--- src/rtl/pico_riscv_core.sv ---
// ---------------------------------------------------------------------------
// pico_riscv_core
//
// Purpose:
//   8-bit educational RISC-style CPU. Eight 8-bit registers (r0 reads zero),
//   8-bit program counter and 16-bit instructions fetched from an external
//   instruction memory addressed by pc. A two-phase FETCH/EXECUTE sequencer
//   runs every instruction in exactly two enabled clock cycles.
//
// Ports:
//   clk               in   1   clock, all state updates on the rising edge
//   rst               in   1   synchronous reset, active-high (beats ena)
//   ena               in   1   clock enable, low freezes every register
//   instr_in          in  16   instruction word at address pc (read in FETCH)
//   in_port           in   8   external input read by IN
//   pc                out  8   program counter / instruction address
//   instruction_reg   out 16   latched current instruction
//   instruction_valid out  1   high during EXECUTE (instruction_reg is live)
//   branch_taken      out  1   high for the FETCH cycle after a taken
//                              BEQ/BNE or a JMP
//   alu_result        out  8   last ALU / writeback value
//   out_port          out  8   register value written by OUT
//   halted            out  1   sticky after HALT, cleared only by rst
//
// Optional feature (macro PICO_DBG_EN):
//   dbg_sel           in   3   register index to observe
//   dbg_data          out  8   combinational reg[dbg_sel], r0 reads 0
//
// Handshake: none. instr_in is assumed valid combinationally from pc at the
// FETCH edge; there is no stall/ready path other than ena.
// ---------------------------------------------------------------------------
module pico_riscv_core (
    input  logic        clk,
    input  logic        rst,
    input  logic        ena,
    input  logic [15:0] instr_in,
    input  logic [7:0]  in_port,
`ifdef PICO_DBG_EN
    input  logic [2:0]  dbg_sel,
    output logic [7:0]  dbg_data,
`endif
    output logic [7:0]  pc,
    output logic [15:0] instruction_reg,
    output logic        instruction_valid,
    output logic        branch_taken,
    output logic [7:0]  alu_result,
    output logic [7:0]  out_port,
    output logic        halted
);

    typedef enum logic {
        ST_FETCH = 1'b0,
        ST_EXEC  = 1'b1
    } state_t;

    localparam logic [3:0] OP_NOP  = 4'h0;
    localparam logic [3:0] OP_ADD  = 4'h1;
    localparam logic [3:0] OP_SUB  = 4'h2;
    localparam logic [3:0] OP_AND  = 4'h3;
    localparam logic [3:0] OP_OR   = 4'h4;
    localparam logic [3:0] OP_XOR  = 4'h5;
    localparam logic [3:0] OP_SLL  = 4'h6;
    localparam logic [3:0] OP_SRL  = 4'h7;
    localparam logic [3:0] OP_LI   = 4'h8;
    localparam logic [3:0] OP_ADDI = 4'h9;
    localparam logic [3:0] OP_BEQ  = 4'hA;
    localparam logic [3:0] OP_BNE  = 4'hB;
    localparam logic [3:0] OP_JMP  = 4'hC;
    localparam logic [3:0] OP_IN   = 4'hD;
    localparam logic [3:0] OP_OUT  = 4'hE;
    localparam logic [3:0] OP_HALT = 4'hF;

    // Architectural and sequencer state
    state_t      r_state;
    logic [7:0]  r_pc;
    logic [15:0] r_ir;
    logic        r_valid;
    logic        r_branch_taken;
    logic [7:0]  r_alu;
    logic [7:0]  r_out;
    logic        r_halted;
    logic [7:0]  r_regs [8];

    // Decode fields of the latched instruction
    logic [3:0]  w_op;
    logic [2:0]  w_f_hi;    // rd (R/I-type), rs1 (branch)
    logic [2:0]  w_f_mid;   // rs1 (R-type), rs2 (branch)
    logic [2:0]  w_f_lo;    // rs2 (R-type)
    logic [7:0]  w_imm8;
    logic [7:0]  w_off8;    // sign-extended branch offset

    // Operand reads
    logic [7:0]  w_v_hi;
    logic [7:0]  w_v_mid;
    logic [7:0]  w_v_lo;

    // Execute results
    logic        w_wr_en;
    logic [7:0]  w_wr_val;
    logic        w_alu_upd;
    logic [7:0]  w_alu_val;
    logic        w_out_upd;
    logic        w_taken;
    logic        w_halt_now;
    logic [7:0]  w_pc_inc;
    logic [7:0]  w_pc_next;

    function automatic logic [7:0] read_reg(input logic [2:0] idx,
                                            input logic [7:0] v);
        return (idx == 3'd0) ? 8'h00 : v;
    endfunction

    assign w_op    = r_ir[15:12];
    assign w_f_hi  = r_ir[11:9];
    assign w_f_mid = r_ir[8:6];
    assign w_f_lo  = r_ir[5:3];
    assign w_imm8  = r_ir[7:0];
    assign w_off8  = {{2{r_ir[5]}}, r_ir[5:0]};

    assign w_v_hi  = read_reg(w_f_hi,  r_regs[w_f_hi]);
    assign w_v_mid = read_reg(w_f_mid, r_regs[w_f_mid]);
    assign w_v_lo  = read_reg(w_f_lo,  r_regs[w_f_lo]);

    assign w_pc_inc = r_pc + 8'd1;

    always_comb begin
        w_wr_en    = 1'b0;
        w_wr_val   = 8'h00;
        w_alu_upd  = 1'b0;
        w_alu_val  = 8'h00;
        w_out_upd  = 1'b0;
        w_taken    = 1'b0;
        w_halt_now = 1'b0;
        w_pc_next  = w_pc_inc;

        case (w_op)
            OP_ADD:  begin w_wr_en = 1'b1; w_wr_val = w_v_mid + w_v_lo; end
            OP_SUB:  begin w_wr_en = 1'b1; w_wr_val = w_v_mid - w_v_lo; end
            OP_AND:  begin w_wr_en = 1'b1; w_wr_val = w_v_mid & w_v_lo; end
            OP_OR:   begin w_wr_en = 1'b1; w_wr_val = w_v_mid | w_v_lo; end
            OP_XOR:  begin w_wr_en = 1'b1; w_wr_val = w_v_mid ^ w_v_lo; end
            OP_SLL:  begin w_wr_en = 1'b1; w_wr_val = w_v_mid << w_v_lo[2:0]; end
            OP_SRL:  begin w_wr_en = 1'b1; w_wr_val = w_v_mid >> w_v_lo[2:0]; end
            OP_LI:   begin w_wr_en = 1'b1; w_wr_val = w_imm8; end
            OP_ADDI: begin w_wr_en = 1'b1; w_wr_val = w_v_hi + w_imm8; end
            OP_IN:   begin w_wr_en = 1'b1; w_wr_val = in_port; end
            OP_BEQ, OP_BNE: begin
                // Compare result is published even when the branch falls through
                w_alu_upd = 1'b1;
                w_alu_val = w_v_hi - w_v_mid;
                w_taken   = (w_op == OP_BEQ) ? (w_v_hi == w_v_mid)
                                             : (w_v_hi != w_v_mid);
                if (w_taken) begin
                    // Relative to the branch's own address; wraps mod 256
                    w_pc_next = r_pc + w_off8;
                end
            end
            OP_JMP: begin
                w_taken   = 1'b1;
                w_pc_next = w_imm8;
            end
            OP_OUT:  w_out_upd = 1'b1;
            OP_HALT: begin
                w_halt_now = 1'b1;
                w_pc_next  = r_pc;
            end
            default: ;   // OP_NOP
        endcase

        // Writeback value doubles as the ALU result for all writing ops
        if (w_wr_en) begin
            w_alu_upd = 1'b1;
            w_alu_val = w_wr_val;
        end
    end

    always_ff @(posedge clk) begin
        if (rst) begin
            r_state        <= ST_FETCH;
            r_pc           <= 8'h00;
            r_ir           <= 16'h0000;
            r_valid        <= 1'b0;
            r_branch_taken <= 1'b0;
            r_alu          <= 8'h00;
            r_out          <= 8'h00;
            r_halted       <= 1'b0;
            for (int i = 0; i < 8; i++) begin
                r_regs[i] <= 8'h00;
            end
        end else if (ena) begin
            case (r_state)
                ST_FETCH: begin
                    r_ir           <= instr_in;
                    r_valid        <= 1'b1;
                    r_branch_taken <= 1'b0;
                    r_state        <= ST_EXEC;
                end
                ST_EXEC: begin
                    r_valid <= 1'b0;
                    r_state <= ST_FETCH;
                    // Once halted, whatever is fetched behaves as HALT: no
                    // architectural state moves until reset.
                    if (r_halted) begin
                        r_branch_taken <= 1'b0;
                    end else begin
                        r_pc           <= w_pc_next;
                        r_branch_taken <= w_taken;
                        if (w_wr_en && (w_f_hi != 3'd0)) begin
                            r_regs[w_f_hi] <= w_wr_val;
                        end
                        if (w_alu_upd) begin
                            r_alu <= w_alu_val;
                        end
                        if (w_out_upd) begin
                            r_out <= w_v_hi;
                        end
                        if (w_halt_now) begin
                            r_halted <= 1'b1;
                        end
                    end
                end
                default: r_state <= ST_FETCH;
            endcase
        end
    end

    assign pc                = r_pc;
    assign instruction_reg   = r_ir;
    assign instruction_valid = r_valid;
    assign branch_taken      = r_branch_taken;
    assign alu_result        = r_alu;
    assign out_port          = r_out;
    assign halted            = r_halted;

`ifdef PICO_DBG_EN
    assign dbg_data = read_reg(dbg_sel, r_regs[dbg_sel]);
`endif

endmodule

--- config.mk ---
export PLATFORM = sky130hd
export DESIGN_NAME = pico_riscv_core
export DESIGN_NICKNAME = d
export VERILOG_FILES = /design/src/rtl/pico_riscv_core.sv
export SDC_FILE = /design/constraint.sdc
export NUM_CORES = 1
export LEC_CHECK = 0
export BUFFER_PORTS_ARGS = -buffer_cell sky130_fd_sc_hd__buf_2
export CAP_MARGIN = 30
export CORE_MARGIN = 4
export CORE_UTILIZATION = 37
export CTS_CLUSTER_DIAMETER = 30
export DETAILED_ROUTE_END_ITERATION = 10
export SYNTH_ARGS = -nofsm -noshare
export SYNTH_HDL_FRONTEND = slang
export SYNTH_SLANG_ARGS = --single-unit
--- constraint.sdc ---
create_clock -name clk -period 5 [get_ports clk]
set_clock_uncertainty 0.1 [all_clocks]
set_input_delay 1.25 -clock clk [delete_from_list [all_inputs] [get_ports clk]]
set_output_delay 1.25 -clock clk [all_outputs]
set_load 0.1 [all_outputs]
==> results.yml <==
finish:
  n_antenna_cell: 0
  final_layout_size_suffix_gt1_share_pct: 22.3
  numnets_final: 1013
  layout_common_cells: "sky130_fd_sc_hd__nor2_1, sky130_fd_sc_hd__buf_2, sky130_fd_sc_hd__edfxtp_1, sky130_fd_sc_hd__nand2_1, sky130_fd_sc_hd__a21oi_1"
  layout_commonest_cell: "sky130_fd_sc_hd__nor2_1"
  final_area_mm2: 0.00989
  syn_to_final_growth_pct: 15.2
  flip_flop_count_of_the_largest_register_all_copies_and_words_added: 64
timing:
  finalSetupViolations: 0
  hold_viol: 0
  max_slew.worst_pin.slew_ns: 0.955
  rsz_0062_raised_after_global_routing: "no"
  finalWorstSetupSlack_ns: 0.470
  fmax_mhz: 221
  final_period_minus_worst_setup_slack_ns: 4.53
  timing.final.max_slew_violations: 0
  relSlewSlack_pct: 36.2
  final_min_period_over_clock_period_pct: 90.6
  finalHoldWorstSlack_ns: 0.375
  fin_tns_setup_ns: 0
worst_setup_path:
  arrival_ns: 4.57
  start_kind: "flip-flop"
  cell_chain_critical_path: "buf_4, mux4_2, mux2i_1, or2_1, ha_1, mux2i_1, ha_1, nor2b_1, o21ai_0, a21o_1, nand3b_1, xor2_1, a211o_1, a211oi_4, nor2_1"
  critical_path_peak_fanout: 8
  cpPeakStageDelay_ns: 0.62
  crit_buf_inv: 1
  timing_worst_setup_path_type: "reg2reg"
  timing.critical_path.max_delay_family: "compound AO/OA/AOI/OAI gates"
  cp_data_required_time_ns: 5.04
  cp-end-kind: "flip-flop"
  slowest_cell_on_the_critical_path: "sky130_fd_sc_hd__dfxtp_1"
yosys:
  synthesis.yosys.warnings: 0
  ys_seq_area_share_pct: 34.5
  ys_async_sr_fraction_pct: 0
  synthDistinctLibCells: 74
  synthesis.instances: 856
  synth.cell_area_mm2: 0.00858
  synth_enable_flop_cells: 64
  synth_area_per_cell_um2: 10.0
  synth-seq-cells: 116
  synth-main-ff-cell: "sky130_fd_sc_hd__edfxtp_1"
route:
  post_drt_wl_per_cell_um: 21.9
  detailed_route_iter0_violations: 614
  antenna_violating_nets_post_route: 0
  vias_per_inst: 5.77
  totalWireLength_um: 26900
  drc_errors: 0
  vias: 7112
  drtPass1Iterations: 7
floorplanning:
  fp-row-count: 55
  design.core.area_mm2: 0.0227
  ioPinCount: 70
  die_width_um: 160
  die_footprint_mm2: 0.0257
  floorplan.die.height_um: 160
  initial_core_util_pct: 37.8
power_and_ir_drop:
  power.density_cell_area_mw_per_mm2: 335
  leakagePower_uw: 0.00385
  fin_total_pwr_uw: 3310
  worst_ir_drop_vdd_mv: 0.231
place:
  dpl_worst_slack_ns: 0.485
  place_area_mm2: 0.00930
  post-dp-hpwl_um: 20200
  io_buffers: 69
  place_congestion: 0.915
clock_tree:
  cts_buffers: 17
  clkSlewWorstSetupHoldPaths_ns: 0.06
  cts_buffer_depth: 2
  clock_sinks: 116
  post-cts-setup-buffers: 0
  cts_hold_repair.buffers: 0
  clock_insertion_delay_at_the_later_pin_of_the_skew_report_ns: 0.42
  htree_num_levels: 4
  cts-root-buf: "sky130_fd_sc_hd__clkbuf_16"
  cts_tree: "yes"
  postCtsResizedCells: 0
global_route:
  vias_in_the_first_global_route: 6859
  grt_overflow_total: 0
  grt_antenna_before_repair: 0
  globalRouteTotalUtil_pct: 20.9
  grt_pass1_wl_um: 41600
  grt_start_max_net_pins: 59
run:
  max_cap_viol_count: 0
min_path:
  holdCritPathClass: "reg2reg"
run_status:
  run_status: "finished clean"
## cells in the mapped netlist (4+ instances only)
cell	count	share of area, %
sky130_fd_sc_hd__o21bai_1	6	0.52
sky130_fd_sc_hd__o21ai_0	23	1.3
sky130_fd_sc_hd__a221oi_1	8	0.82
sky130_fd_sc_hd__nor2_1	132	5.8
sky130_fd_sc_hd__mux2i_1	42	4.9
sky130_fd_sc_hd__o211ai_1	6	0.52
sky130_fd_sc_hd__a21o_1	8	0.70
sky130_fd_sc_hd__nor3_1	19	1.1
sky130_fd_sc_hd__nand3b_1	7	0.61
sky130_fd_sc_hd__mux4_2	44	12
sky130_fd_sc_hd__a22o_1	6	0.61
sky130_fd_sc_hd__a211oi_1	11	0.96
sky130_fd_sc_hd__nand2_1	62	2.7
sky130_fd_sc_hd__a31oi_1	5	0.36
sky130_fd_sc_hd__a21oi_1	53	3.1
sky130_fd_sc_hd__o21a_1	4	0.35
sky130_fd_sc_hd__ha_1	47	6.9
sky130_fd_sc_hd__edfxtp_1	64	22
sky130_fd_sc_hd__a211oi_2	4	0.58
sky130_fd_sc_hd__and3_1	7	0.51
sky130_fd_sc_hd__nor3b_1	4	0.35
sky130_fd_sc_hd__xnor2_1	27	2.8
sky130_fd_sc_hd__a22oi_1	10	0.87
sky130_fd_sc_hd__a311oi_1	5	0.51
sky130_fd_sc_hd__nand3_1	12	0.70
sky130_fd_sc_hd__buf_6	8	1.0
sky130_fd_sc_hd__buf_4	5	0.44
sky130_fd_sc_hd__nand2b_1	20	1.5
sky130_fd_sc_hd__clkbuf_1	25	1.1
sky130_fd_sc_hd__nor2b_1	8	0.58
sky130_fd_sc_hd__fa_1	4	0.93
sky130_fd_sc_hd__or3_1	5	0.36
sky130_fd_sc_hd__buf_2	11	0.64
sky130_fd_sc_hd__xor2_1	12	1.2
sky130_fd_sc_hd__inv_1	26	1.1
sky130_fd_sc_hd__dfxtp_1	52	12
sky130_fd_sc_hd__mux4_1	4	1.2
## power by group
| part | internal (uW) | switching [uW] |
|---|---|---|
| Combinational | 379 | 631 |
| Clock | 760 | 429 |
| Sequential | 1050 | 62.6 |
## worst min-delay path, cell delays in order (launching register included)
cell and delay (ns):
sky130_fd_sc_hd__dfxtp_1 0.31, sky130_fd_sc_hd__nand2b_1 0.06, sky130_fd_sc_hd__a21oi_1 0.06
## metrics by stage
stage          util, %  cells
5_1_grt           43.5   1233
3_5_place_dp      41.0   1201
2_1_floorplan        -    863
3_3_place_gp      41.0   1201
6_report          43.5   1233
4_1_cts           43.5   1233
## routing by layer
| metal | GRT usage, % | up-vias | routed length, um | part of all wire [%] |
|---|---|---|---|---|
| met5 | 0 | - | 0 | 0 |
| met4 | 7.00 | 0 | 716 | 2.7 |
| met3 | 3.05 | 47 | 1780 | 6.6 |
| met2 | 33.7 | 291 | 12700 | 47 |
| met1 | 29.0 | 3465 | 11700 | 43 |
| li1 | - | 3309 | - | - |
## final timing paths
path                                     end  slack [ns]                      start  depth (start not counted)
setup / recovery  r_regs[3][5]$_SDFFCE_PN0P_        0.47                  flip-flop                         15
hold / removal     branch_taken$_SDFFE_PP0P_        0.37  branch_taken$_SDFFE_PP0P_                          2
setup reg to reg  r_regs[3][5]$_SDFFCE_PN0P_        0.47                  flip-flop                         15
hold reg to reg    branch_taken$_SDFFE_PP0P_        0.37  branch_taken$_SDFFE_PP0P_                          2
## final cells by class
class / instances / area [um2]
Clock buffer: 26 / 553
Clock inverter: 6 / 35.0
Fill cell: 2185 / 12800
Inverter: 29 / 109
Multi-Input combinational cell: 665 / 5240
Sequential cell: 116 / 2960
Tap cell: 285 / 357
Timing Repair Buffer: 106 / 636
## kinds of logic (layout without fill, tap and decap cells)
group,after synthesis,count (layout),synth area share (%)
flip-flops,116,116,34.5
XOR/XNOR,40,40,4.30
multiplexers,94,94,18.2
buffers and inverters,82,167,4.75
AND/OR/NAND/NOR,295,295,15.8
other,1,8,0.0437
AO/OA/AOI/OAI,177,177,14.6
adder cells (fa/ha/maj),51,51,7.79
Power figures use the tool's default switching activity.
